[src/rtl/div_pkg.sv]
// Shared definitions for the clock_divider family and its tick consumers.
package div_pkg;
  localparam int COUNT_WIDTH_DEF = 4;

  typedef enum logic {
    IDLE = 1'b0,
    RUN  = 1'b1
  } pwm_state_e;
endpackage

[src/rtl/rise_detect.sv]
// Rising-edge detector for clk-synchronous level signals such as divider outputs.
module rise_detect (
  input  logic clk,
  input  logic rst,
  input  logic sig,
  output logic step
);
  logic sig_prev;

  always_ff @(posedge clk or posedge rst) begin
    if (rst) sig_prev <= 1'b0;
    else     sig_prev <= sig;
  end

  assign step = sig & ~sig_prev;
endmodule

[src/rtl/pwm_tick_gen.sv]
// PWM generator stepped by rising edges of a divider output, with shadowed duty/period.
module pwm_tick_gen
  import div_pkg::*;
#(
  parameter int COUNT_WIDTH = COUNT_WIDTH_DEF
) (
  input  logic                   clk,
  input  logic                   rst,
  input  logic                   tick_in,
  input  logic                   enable,
  input  logic [COUNT_WIDTH-1:0] period_max,
  input  logic [COUNT_WIDTH-1:0] duty,
  output logic                   pwm_out,
  output logic                   cycle_done,
  output logic [COUNT_WIDTH-1:0] count,
  output logic                   busy
);
  localparam logic [COUNT_WIDTH-1:0] ONE = COUNT_WIDTH'(1);

  pwm_state_e             state, state_nxt;
  logic                   step, wrap;
  logic [COUNT_WIDTH-1:0] duty_sh, period_sh;

  rise_detect u_rise (
    .clk  (clk),
    .rst  (rst),
    .sig  (tick_in),
    .step (step)
  );

  // Compare precedes increment, so a full-range period never overflows.
  assign wrap = (state == RUN) && step && (count == period_sh);

  always_ff @(posedge clk or posedge rst) begin
    if (rst) state <= IDLE;
    else     state <= state_nxt;
  end

  always_comb begin
    state_nxt = state;
    case (state)
      IDLE:    if (enable) state_nxt = RUN;
      RUN:     if (wrap && !enable) state_nxt = IDLE;
      default: state_nxt = IDLE;
    endcase
  end

  always_ff @(posedge clk or posedge rst) begin
    if (rst) begin
      count      <= '0;
      duty_sh    <= '0;
      period_sh  <= '0;
      cycle_done <= 1'b0;
    end else begin
      cycle_done <= 1'b0;
      if (state == IDLE) begin
        count <= '0;
        if (enable) begin
          duty_sh   <= duty;
          period_sh <= period_max;
        end
      end else if (wrap) begin
        count      <= '0;
        cycle_done <= 1'b1;
        duty_sh    <= duty;
        period_sh  <= period_max;
      end else if (step) begin
        count <= count + ONE;
      end
    end
  end

  assign busy    = (state == RUN);
  assign pwm_out = (state == RUN) && (count < duty_sh);
endmodule

[config.mk]
export PLATFORM = sky130hd
export DESIGN_NAME = pwm_tick_gen
export DESIGN_NICKNAME = d
export VERILOG_FILES = /design/src/rtl/div_pkg.sv /design/src/rtl/rise_detect.sv /design/src/rtl/pwm_tick_gen.sv
export SDC_FILE = /design/constraint.sdc
export NUM_CORES = 1
export LEC_CHECK = 0
export BUFFER_PORTS_ARGS = -buffer_cell sky130_fd_sc_hd__buf_2
export CORE_MARGIN = 2
export CORE_UTILIZATION = 25
export CTS_BUF_LIST = sky130_fd_sc_hd__clkbuf_2 sky130_fd_sc_hd__clkbuf_4 sky130_fd_sc_hd__clkbuf_8
export CTS_CLUSTER_SIZE = 14
export DETAILED_ROUTE_END_ITERATION = 10
export PLACE_DENSITY = 0.46
export SLEW_MARGIN = 20
export SYNTH_ARGS = -nofsm -noshare
export SYNTH_HDL_FRONTEND = slang
export SYNTH_SLANG_ARGS = --single-unit
[constraint.sdc]
create_clock -name clk -period 5.2 [get_ports clk]
set_clock_uncertainty 0.1 [all_clocks]
set_input_delay 0.52 -clock clk [delete_from_list [all_inputs] [get_ports clk]]
set_output_delay 0.52 -clock clk [all_outputs]
set_load 0.01 [all_outputs]
# Word-level counts from Yosys, hierarchy flattened
# Cells that the tools add are included.
[totals]
register_bits = 15
input_bits = 12
out_inout_bits = 7
wordCells = 35
[op_classes]
add_sub_neg = 1
n_lt_le_gt_ge = 1
n_eq_ne = 3
mux = 14
bitwise = 3
reduce_logical = 7
[ops]
columns = ["op", "n"]
rows = [
  ["2-to-1 mux 4 bit", 9],
  ["adder 4 x 1 -> 4 bit, second input constant", 1],
  ["== test 4 bit", 1],
  ["logical AND 1 bit", 4],
  ["less-than comparator 4 bit", 1],
  ["2-to-1 mux 1 bit", 4],
  ["inequality test 3 x 1 -> 1 bit, second input constant", 1],
  ["inequality test 2 x 1 -> 1 bit, second input constant", 1],
  ["NOT 1 bit", 2],
  ["case mux 1 bit (2 select lines)", 1],
  ["AND reduction 2 bit", 1],
  ["nonzero test 2 bit", 1],
  ["AND 1 bit", 1],
  ["logical NOT 1 bit", 1],
]

# Logic depth before layout (Yosys ltp)
# Gate-level depths: netlist of run 1.
[depth]
word_depth = 7
depth_mapped = 5
mapped_depth_nobuf = 5

# Cells and area by module
# From an unflattened synthesis of run 1, not the netlist that was laid out.
[unflattened]
cells_unflattened = 66
area_unflattened_um2 = 760.7
[modules_own_cells]
columns = ["module", "n_inst", "cells_each", "area_per_inst_um2", "seq_area_each_um2"]
rows = [
  ["pwm_tick_gen", 1, 63, 718.2, 350.3],
  ["rise_detect", 1, 3, 42.5, 25.0],
]

# Least setup slack after synthesis of run 1
# Ideal clock, no wire load.
[synth_path]
path_type = "reg-to-reg"
from = "reg count[1]"
to = "reg duty_sh[0]"
setup_time_ps = 125
t_arrival_ps = 1750
required_ps = 4975
path_slack_ps = 3225
stages_incl_launch_ff = 5
n_path_buf = 0
period_less_slack_ps = 1975
cell_sequence = "dfrtp_1 -> xor2_1 -> or4_4 -> o22ai_4 -> mux2_2"
[synth_via]
elab_chain_len = 4
[synth_lines]
columns = ["element", "line_no", "source"]
rows = [
  ["start: declaration", "pwm_tick_gen.sv:15", "output logic [COUNT_WIDTH-1:0] count,"],
  ["start signal: assignment", "pwm_tick_gen.sv:68", "count <= count + ONE;"],
  ["== test 4 bit", "pwm_tick_gen.sv:32", "assign wrap = (state == RUN) && step && (count == period_sh);"],
  ["logical AND 1 bit", "pwm_tick_gen.sv:32", ""],
  ["inequality test 2 x 1 -> 1 bit (no line)", "--", ""],
  ["AND reduction 2 bit (no line)", "--", ""],
  ["end signal: assignment", "pwm_tick_gen.sv:59", "duty_sh <= duty;"],
  ["end signal: assignment", "pwm_tick_gen.sv:65", "duty_sh <= duty;"],
  ["end: declaration", "pwm_tick_gen.sv:22", "logic [COUNT_WIDTH-1:0] duty_sh, period_sh;"],
]
# No other way between the ends.
# A chain may end at the register's enable or synchronous reset.

# Worst setup path in the final report of run 1
[layout_path]
from = "reg count[1]"
to = "out pwm_out"
[layout_via]
elab_chain_len = 2
[layout_lines]
columns = ["element", "line_no", "source"]
rows = [
  ["less-than comparator 4 bit", "pwm_tick_gen.sv:74", "assign pwm_out = (state == RUN) && (count < duty_sh);"],
  ["logical AND 1 bit", "pwm_tick_gen.sv:74", ""],
  ["end: declaration", "pwm_tick_gen.sv:13", "output logic pwm_out,"],
]
# No other way between the ends.

==> results of run 1 <==
## kinds of logic (layout without fill, tap and decap cells)
group	count (synthesis)	after routing	share of synthesized area, %
compound gates	12	12	11.9
xor+xnor	4	4	4.64
fa+ha+maj	4	4	6.63
buf+inv	7	28	3.48
flops	15	15	49.8
mux	8	8	11.9
simple gates	14	14	11.6
## power groups by stage
| stage | Sequential, mW | Combinational, mW | Clock, mW |
|---|---|---|---|
| 2_1_floorplan | 0.199 | 0.140 | 0 |
| 6_report | 0.204 | 0.188 | 0.0722 |
| 4_1_cts | 0.205 | 0.191 | 0.0768 |
| 3_5_place_dp | 0.208 | 0.189 | 0 |
| 3_3_place_gp | 0.205 | 0.190 | 0 |
| 5_1_grt | 0.214 | 0.215 | 0.0810 |
## worst max-delay path, stage by stage (launching register included)
cell and delay, ps:
dfrtp_1 460, ha_1 320, a21o_1 160, a21o_1 170, a21oi_1 140, buf_2 150
## per-layer routing
metal  track usage [%]  vias to the layer above  part of all wire [%]  wire length [microns]
met5                 0                        -                     0                      0
met1              14.7                      258                    53                    780
li1                  -                      266                     -                      -
met4              4.87                        0                     0                      0
met2              13.5                       13                    43                    630
met3              1.98                        0                   4.6                     68
## placed cells by master, fill, tap and decap left out, types with 2 or more instances in the layout
cell type  instances
inv_1              6
mux2_2             8
nand2_1            2
clkbuf_4           4
dfrtp_1           15
ha_1               4
o21ai_0            5
buf_2             18
a21o_1             3
nand2b_1           4
nand3_1            2
xor2_1             4
## worst max-delay path by stage
stage,slack (ps),cells past startpoint,start,to
3_3_place_gp,3130,4,count[1],count[2]
3_5_place_dp,3110,4,count[1],period_sh[1]
2_1_floorplan,3220,4,count[1],duty_sh[0]
6_report,2900,5,count[1],pwm_out
4_1_cts,2860,5,count[1],pwm_out
5_1_grt,2800,5,count[1],pwm_out
## layout make-up
cell class              instances  area [sq um]
flip-flops and latches         15           375
clock buffers                   4          30.0
multi-input cells              42           353
inverters                       6          22.5
fillers                       306          1900
well taps                      31          38.8
repair buffers                 18          90.1
## stage by stage
stage | setup WS, ps | hold slack (ps) | util [%] | power, mW
after global routing | 2800 | 241 | 32.4 | 0.510
after CTS | 2860 | 213 | 32.4 | 0.473
after detailed placement | 3110 | 398 | 31.4 | 0.397
after global placement | 3130 | 389 | 31.4 | 0.396
after floorplan | 3220 | 321 | - | 0.340
final | 2900 | 196 | 32.4 | 0.464
## state kept, by name, summed over array words and instances, names as in the netlist
name	count
count	4
duty_sh	4
period_sh	4
busy	1
cycle_done	1
u_rise.sig_prev	1
==> flow_summary_export.csv, run 1 <==
group,metric,value,unit
power_and_ir_drop,internal_power,0.299,mW
synth,synth-warning-count,0,
drt,routed_wire_length_per_instance,12.7,microns
clock_tree,clk_pin_slew,90,ps
floorplanning,die_boundary_height,58.9,microns
sta,finalSetupViolCount,0,
synth,yosys.cell_count.top_type,"dfrtp_1",
sta,rsz_0062_raised_after_global_routing,"false",
sta,fin_crit_sh,44.2,%
synth,synth_nets,80,
synth,synth_cell_type_count,21,
run_status,outcome,"finished with violations",
synth,biggest_area_contributors_in_the_synthesized_netlist,"dfrtp_1, mux2_2, ha_1",
floorplanning,dieArea,3470,sq um
drt,via_per_inst,4.63,
clock_tree,post_cts_resize_count,0,
sta,setup_tns,0,ps
power_and_ir_drop,p_comb_share,40.5,%
synth,syn_avg_cell_area,11.8,sq um
setup_path,r2r.worst_path.cells,4,
power_and_ir_drop,fraction_of_power_consumed_by_the_clock_network,15.6,%
place,placed_cell_area,880,sq um
setup_path,path_max_fanout,6,
cells_and_area,area_growth,20.6,%
cells_and_area,final_design_area_no_fill,910,sq um
grt,first_global_vias,525,
grt,grt_usage,9.90,%
power_and_ir_drop,p_sw_share,35.6,%
setup_path,r2r_slack,3130,ps
drt,detail_route.first_pass.iterations,7,
grt,grt_antenna_before_repair,0,
run_status,failed_checks,"design-rule violations",
synth,synth_seq_area_share,49.8,%
setup_path,worstReg2RegEnd,"duty_sh[0]",
place,port-buffer-count,18,
setup_path,worstReg2RegStart,"count[1]",
grt,grt_pass1_wl,2500,microns
synth,ys_top_cells_by_count,"dfrtp_1, mux2_2, inv_1",
flow_run,maxCapViolations,0,
synth,mappedNetlistArea,754,sq um
clock_tree,cts_post_setup_buffers_inserted,0,
clock_tree,clock_buffers_created_by_tritoncts,3,
place,post-dp-hpwl,1110,microns
setup_path,setup.worst_path.class,"flip-flop to output pin",
sta,max_slew.worst_pin.slew,825,ps
clock_tree,cts_tree,"built",
sta,fmax,0.435,GHz
setup_path,timing.critical_path.arrival,1680,ps
synth,synth_async_sr_flop_share,100,%
sta,hold_violations,0,
clock_tree,cts_buffer_depth,2,
floorplanning,top_level_ports,19,
power_and_ir_drop,pwr_density_cell,510,nW/um^2
hold_path,hold_path.class,"input pin to async pin",
cells_and_area,total_inserted_antenna_cells,0,
clock_tree,cts.hold.buffers_added,0,
clock_tree,clkSinkCount,15,
sta,slew_viol_final,0,
cells_and_area,fin_nets,102,
cells_and_area,layout-drive-gt1-share,37.6,%
power_and_ir_drop,pwr-share-seq,43.9,%
sta,max_slew_margin,44.2,%
synth,synth_edf_count,0,
floorplanning,chipWidth,58.9,microns
drt,drt_drc_violations_left,2,
power_and_ir_drop,vdd_ir_drop_max,0.000108,V
drt,number_of_design_rule_violations_left_by_the_first_detailed_router_iteration,39,
sta,finalWorstPathRequiredPeriod,2300,ps
place,place_congestion,0.795,
synth,postSynthCellCount,64,
setup_path,critical_path_start_type,"flip-flop",
synth,post-synth-top-area-fraction,49.8,%
power_and_ir_drop,total_switching_power,0.165,mW
drt,total_wirelength_of_the_detailed_routed_design,1480,microns
grt,maximum_number_of_pins_on_one_net_before_global_route_repair,16,
drt,route.antenna.remaining_nets,0,
floorplanning,start_util,26.9,%
setup_path,end_kind,"output pin",
power_and_ir_drop,leakage,0.472,nW
drt,vias,537,
setup_path,critPathRequiredTime,4580,ps
synth,yosys_register_bits,15,
clock_tree,htree_levels,1,
cells_and_area,final_cells,116,
clock_tree,master_cell_of_the_clock_root_buffer,"clkbuf_4",
synth,most_used_flip_flop_cell_after_synthesis,"dfrtp_1",
floorplanning,core,2810,sq um
grt,grt_overflow_total,0,
place,dp.cells,112,
floorplanning,fp-row-count,19,
synth,netlist.top_cell.by_area,"dfrtp_1",
clock_tree,clk_latency,280,ps
No activity file was read; power rests on OpenSTA's default activity.
==> inputs of run 2 (changes only) <==
- clock period: 5.2 -> 2.2 ns (I/O delays scaled with it)
==> flow_summary_export.csv, run 2 (synthesis results as in run 1) <==
group,metric,value,unit
drt,vias,547,
grt,grt_overflow_total,0,
floorplanning,top_level_ports,19,
drt,drt_drc_violations_left,2,
floorplanning,core,2810,sq um
cells_and_area,finalCoreUtilization,34.2,%
grt,grt_usage,10.1,%
cells_and_area,reg_top3,"count x4, duty_sh x4, period_sh x4",
power_and_ir_drop,total_switching_power,0.392,mW
drt,detail_route.first_pass.iterations,7,
setup_path,timing.critical_path.arrival,2120,ps
drt,total_wirelength_of_the_detailed_routed_design,1480,microns
power_and_ir_drop,pwr_density_cell,1170,nW/um^2
clock_tree,clk_latency,280,ps
cells_and_area,mostFrequentLayoutCells,"buf_2, dfrtp_1, mux2_2",
sta,hold_violations,0,
power_and_ir_drop,fin_total_pwr,1.13,mW
sta,setup_tns,0,ps
hold_path,hold_path.class,"input pin to flip-flop",
clock_tree,master_cell_of_the_clock_root_buffer,"clkbuf_4",
clock_tree,cts_tree,"built",
cells_and_area,layout.cells.most_common,"buf_2",
cells_and_area,layout.filler_cells,300,
floorplanning,fp-row-count,19,
power_and_ir_drop,leakage,0.500,nW
flow_run,maxCapViolations,0,
cells_and_area,area_growth,27.2,%
drt,route.antenna.remaining_nets,0,
power_and_ir_drop,p_sw_share,34.8,%
drt,routed_wire_length_per_instance,12.1,microns
grt,maximum_number_of_pins_on_one_net_before_global_route_repair,16,
setup_path,setup.worst_path.class,"flip-flop to flip-flop",
sta,rsz_0062_raised_after_global_routing,"false",
sta,finalWorstPathRequiredPeriod,2050,ps
clock_tree,clkSinkCount,15,
sta,max_slew_margin,60.6,%
setup_path,end_kind,"flip-flop",
place,port-buffer-count,18,
cells_and_area,layout-drive-gt1-share,39.6,%
clock_tree,cts_buffer_depth,2,
floorplanning,start_util,26.9,%
sta,fmax,0.488,GHz
grt,grt_antenna_before_repair,0,
grt,grt_pass1_wl,2610,microns
place,dp.cells,116,
floorplanning,dieArea,3470,sq um
sta,finalSetupViolCount,0,
floorplanning,die_boundary_height,58.9,microns
setup_path,critPathRequiredTime,2270,ps
cells_and_area,fin_nets,108,
sta,max_slew.worst_pin.slew,591,ps
setup_path,critical_path_start_type,"flip-flop",
clock_tree,clk_pin_slew,90,ps
drt,via_per_inst,4.48,
power_and_ir_drop,internal_power,0.735,mW
clock_tree,htree_levels,1,
cells_and_area,total_inserted_antenna_cells,0,
power_and_ir_drop,pwr-share-seq,41.1,%
sta,slew_viol_final,0,
run_status,failed_checks,"design-rule violations",
cells_and_area,final_cells,122,
place,post-dp-hpwl,1140,microns
run_status,outcome,"finished with violations",
power_and_ir_drop,p_comb_share,43.6,%
sta,fin_crit_sh,93.2,%
clock_tree,clock_buffers_created_by_tritoncts,3,
floorplanning,chipWidth,58.9,microns
grt,first_global_vias,594,
setup_path,path_max_fanout,8,
place,place_congestion,0.718,
clock_tree,post_cts_resize_count,0,
drt,number_of_design_rule_violations_left_by_the_first_detailed_router_iteration,16,
power_and_ir_drop,vdd_ir_drop_max,0.000296,V
power_and_ir_drop,fraction_of_power_consumed_by_the_clock_network,15.3,%
[run 2: cell types whose count changed in the layout (fill, tap and decap cells not counted)]
cell | previous run | this run
buf_4 | 0 | 4
dlygate4sd3_1 | 0 | 2
[run 2: layer usage]
layer | vias to the layer above | track usage [%] | part of all wire [%]
li1 | 277 | - | -
met1 | 251 | 13.7 | 52
met2 | 14 | 14.9 | 41
met3 | 5 | 1.54 | 3.9
met4 | 0 | 6.82 | 3.1
met5 | - | 0 | 0
[run 2: critical path, cell delays in order, from the launching register on]
cell and delay (ps):
dfrtp_1 450, xor2_1 180, or4_4 570, o22ai_4 260, mux2_2 380
[run 2: layout make-up]
| cell class | count | area [sq um] | area share (%) |
|---|---|---|---|
| Tap cell | 31 | 38.8 | 4.04 |
| Inverter | 6 | 22.5 | 2.35 |
| Multi-Input combinational cell | 42 | 353 | 36.8 |
| Timing Repair Buffer | 24 | 140 | 14.6 |
| Clock buffer | 4 | 30.0 | 3.13 |
| Sequential cell | 15 | 375 | 39.1 |
[run 2: per-stage QoR]
| stage | hold WS (ps) | area (sq um) | worst slack [ps] |
|---|---|---|---|
| 3_5_place_dp | 214 | 910 | 131 |
| 6_report | 54.3 | 960 | 150 |
| 2_1_floorplan | 21.5 | 754 | 225 |
| 3_3_place_gp | 213 | 910 | 183 |
| 4_1_cts | 50.5 | 960 | 129 |
| 5_1_grt | 46.3 | 960 | 39.8 |
[run 2: what timing repair did]
| item | in CTS | in global routing |
|---|---|---|
| buffers inserted | 0 | 0 |
| hold endpoints to repair | 16 | 0 |
| hold buffers | 2 | 0 |
[run 2: worst paths after layout]
| check | startpoint | endpoint | slack, ps | cells after the start |
|---|---|---|---|---|
| worst max-delay path | count[1] | period_sh[1] | 150 | 4 |
| worst min-delay path | enable | busy | 50 | 3 |
| worst max register to register | count[1] | period_sh[1] | 150 | 4 |
| worst min register to register | duty_sh[3] | duty_sh[3] | 420 | 1 |
| max in group asynchronous | rst | count[0] | 1170 | 3 |
| min in group asynchronous | rst | duty_sh[1] | 440 | 3 |
[run 2: power by group through the flow]
stage	sequential (mW)	combinational, mW	clock, mW
2_1_floorplan	0.472	0.332	0
3_3_place_gp	0.469	0.496	0
3_5_place_dp	0.472	0.496	0
4_1_cts	0.465	0.501	0.182
5_1_grt	0.478	0.566	0.192
6_report	0.463	0.492	0.172
==> inputs of run 3 (changes only) <==
- clock period: 2.2 -> 2 ns (I/O delays scaled with it)
==> flow_summary_export.csv, run 3 (synthesis results as in run 1) <==
group,metric,value,unit
grt,grt_usage,9.90,%
drt,number_of_design_rule_violations_left_by_the_first_detailed_router_iteration,11,
setup_path,slowest_delay,560,ps
cells_and_area,layout.cells.most_common,"buf_2",
place,post-dp-hpwl,1150,microns
clock_tree,htree_levels,1,
floorplanning,top_level_ports,19,
sta,setup_tns,0,ps
clock_tree,clkSinkCount,15,
power_and_ir_drop,p_comb_share,50.0,%
run_status,outcome,"finished with violations",
cells_and_area,total_inserted_antenna_cells,0,
place,dp.cells,118,
drt,routed_wire_length_per_instance,11.6,microns
drt,via_per_inst,4.55,
setup_path,cp_top_family,"simple AND/OR/NAND/NOR gates",
setup_path,critical_path_buf_inv_count,1,
power_and_ir_drop,pwr_density_cell,1310,nW/um^2
clock_tree,cts_buffer_depth,2,
setup_path,r2r_slack,30,ps
hold_path,hold_start,"enable",
floorplanning,die_boundary_height,58.9,microns
sta,max_slew_margin,62.6,%
sta,finalSetupViolCount,0,
power_and_ir_drop,leakage,0.534,nW
sta,fmax,0.508,GHz
cells_and_area,finalCoreUtilization,37.0,%
cells_and_area,layout-drive-gt1-share,45.4,%
hold_path,endpoint_worst_hold,"busy",
setup_path,critPathSlowestCell,"or4_4",
cells_and_area,multiInputGateArea,369,sq um
drt,vias,583,
place,port-buffer-count,18,
run_status,failed_checks,"design-rule violations",
setup_path,setup.worst_path.class,"flip-flop to flip-flop",
grt,grt_overflow_total,0,
place,placement.setup.worst_slack,-7.01,ps
hold_path,hold_path.class,"input pin to flip-flop",
power_and_ir_drop,p_sw_share,34.2,%
place,place_congestion,0.741,
setup_path,critical_path_start_type,"flip-flop",
clock_tree,cts_tree,"built",
cells_and_area,sequential_cell_area,375,sq um
sta,hold_violations,0,
flow_run,maxCapViolations,0,
sta,worst_hold_slack,40.6,ps
grt,first_global_vias,563,
power_and_ir_drop,internal_power,0.891,mW
setup_path,path_max_fanout,8,
sta,worst_slack,30.0,ps
cells_and_area,mostFrequentLayoutCells,"buf_2, dfrtp_1, mux2_2, buf_4, inv_1",
setup_path,worstReg2RegEnd,"duty_sh[3]",
cells_and_area,final_cells,128,
cells_and_area,layout.filler_cells,279,
cells_and_area,fin_nets,114,
clock_tree,master_cell_of_the_clock_root_buffer,"clkbuf_4",
sta,finalWorstPathRequiredPeriod,1970,ps
setup_path,end_kind,"flip-flop",
setup_path,worstReg2RegStart,"period_sh[1]",
drt,total_wirelength_of_the_detailed_routed_design,1490,microns
power_and_ir_drop,fin_total_pwr,1.35,mW
floorplanning,core,2810,sq um
sta,fin_crit_sh,98.5,%
power_and_ir_drop,fraction_of_power_consumed_by_the_clock_network,13.5,%
power_and_ir_drop,pwr-share-seq,36.5,%
grt,maximum_number_of_pins_on_one_net_before_global_route_repair,16,
hold_path,hold-path-cell-count,3,
clock_tree,clk_pin_slew,90,ps
power_and_ir_drop,total_switching_power,0.463,mW
drt,detail_route.first_pass.iterations,7,
sta,max_slew.worst_pin.slew,560,ps
setup_path,timing.critical_path.arrival,2030,ps
sta,rsz_0062_raised_after_global_routing,"true",
clock_tree,clock_buffers_created_by_tritoncts,3,
sta,slew_viol_final,0,
floorplanning,dieArea,3470,sq um
floorplanning,start_util,26.9,%
drt,drt_drc_violations_left,2,
cells_and_area,final_design_area_no_fill,1040,sq um
floorplanning,chipWidth,58.9,microns
setup_path,count_of_cell_instances_traversed_by_the_critical_path,5,
cells_and_area,area_growth,37.5,%
drt,route.antenna.remaining_nets,0,
setup_path,critPathRequiredTime,2060,ps
clock_tree,clk_latency,280,ps
setup_path,r2r.worst_path.cells,5,
setup_path,timing.critical_path.cells,"xor2_1 > or4_4 > o22ai_4 > buf_12 > mux2_2",
cells_and_area,reg_top3,"count x4, duty_sh x4, period_sh x4",
place,placed_cell_area,925,sq um
power_and_ir_drop,vdd_ir_drop_max,0.000271,V
grt,grt_pass1_wl,2620,microns
grt,grt_antenna_before_repair,0,
floorplanning,fp-row-count,19,
[run 3: area by class of cell]
type	instances	share of cell area, %
Sequential cell	15	36.2
Inverter	6	2.17
Tap cell	31	3.74
Timing Repair Buffer	30	19.4
Clock buffer	4	2.90
Multi-Input combinational cell	42	35.6
[run 3: what timing repair did]
item / in CTS / in global routing
setup buffers: 2 / 2
setup endpoints to repair: 9 / 9
pin swaps: 4 / 6
gates cloned: 0 / 0
gates resized for setup: 2 / 1
hold buffers: 2 / 0
hold endpoints to repair: 16 / 0
[run 3: worst max path at each step]
stage	end	slack (ps)	startpoint
2_1_floorplan	duty_sh[0]	20	count[1]
3_3_place_gp	period_sh[0]	30	period_sh[1]
3_5_place_dp	duty_sh[3]	-7	period_sh[1]
4_1_cts	duty_sh[3]	1	period_sh[3]
5_1_grt	period_sh[2]	-20	period_sh[1]
6_report	duty_sh[3]	30	period_sh[1]
[run 3: per-layer routing]
metal / part of all wire, % / track usage [%]
met1: 51 / 13.9
met4: 1.5 / 3.90
met2: 44 / 14.9
met3: 4.4 / 1.98
met5: 0 / 0
[run 3: worst min-delay path, delay by kind of cell]
kind                   cells  cell delay (ps)
buffers and inverters      2              140
and+or+nand+nor            1               60
[run 3: power by group through the flow]
stage	registers [mW]	clock network (mW)	logic, mW
finish	0.494	0.183	0.677
floorplan	0.519	0	0.365
detailed placement	0.502	0	0.587
global route	0.507	0.208	0.766
CTS	0.495	0.194	0.645
global placement	0.498	0	0.575
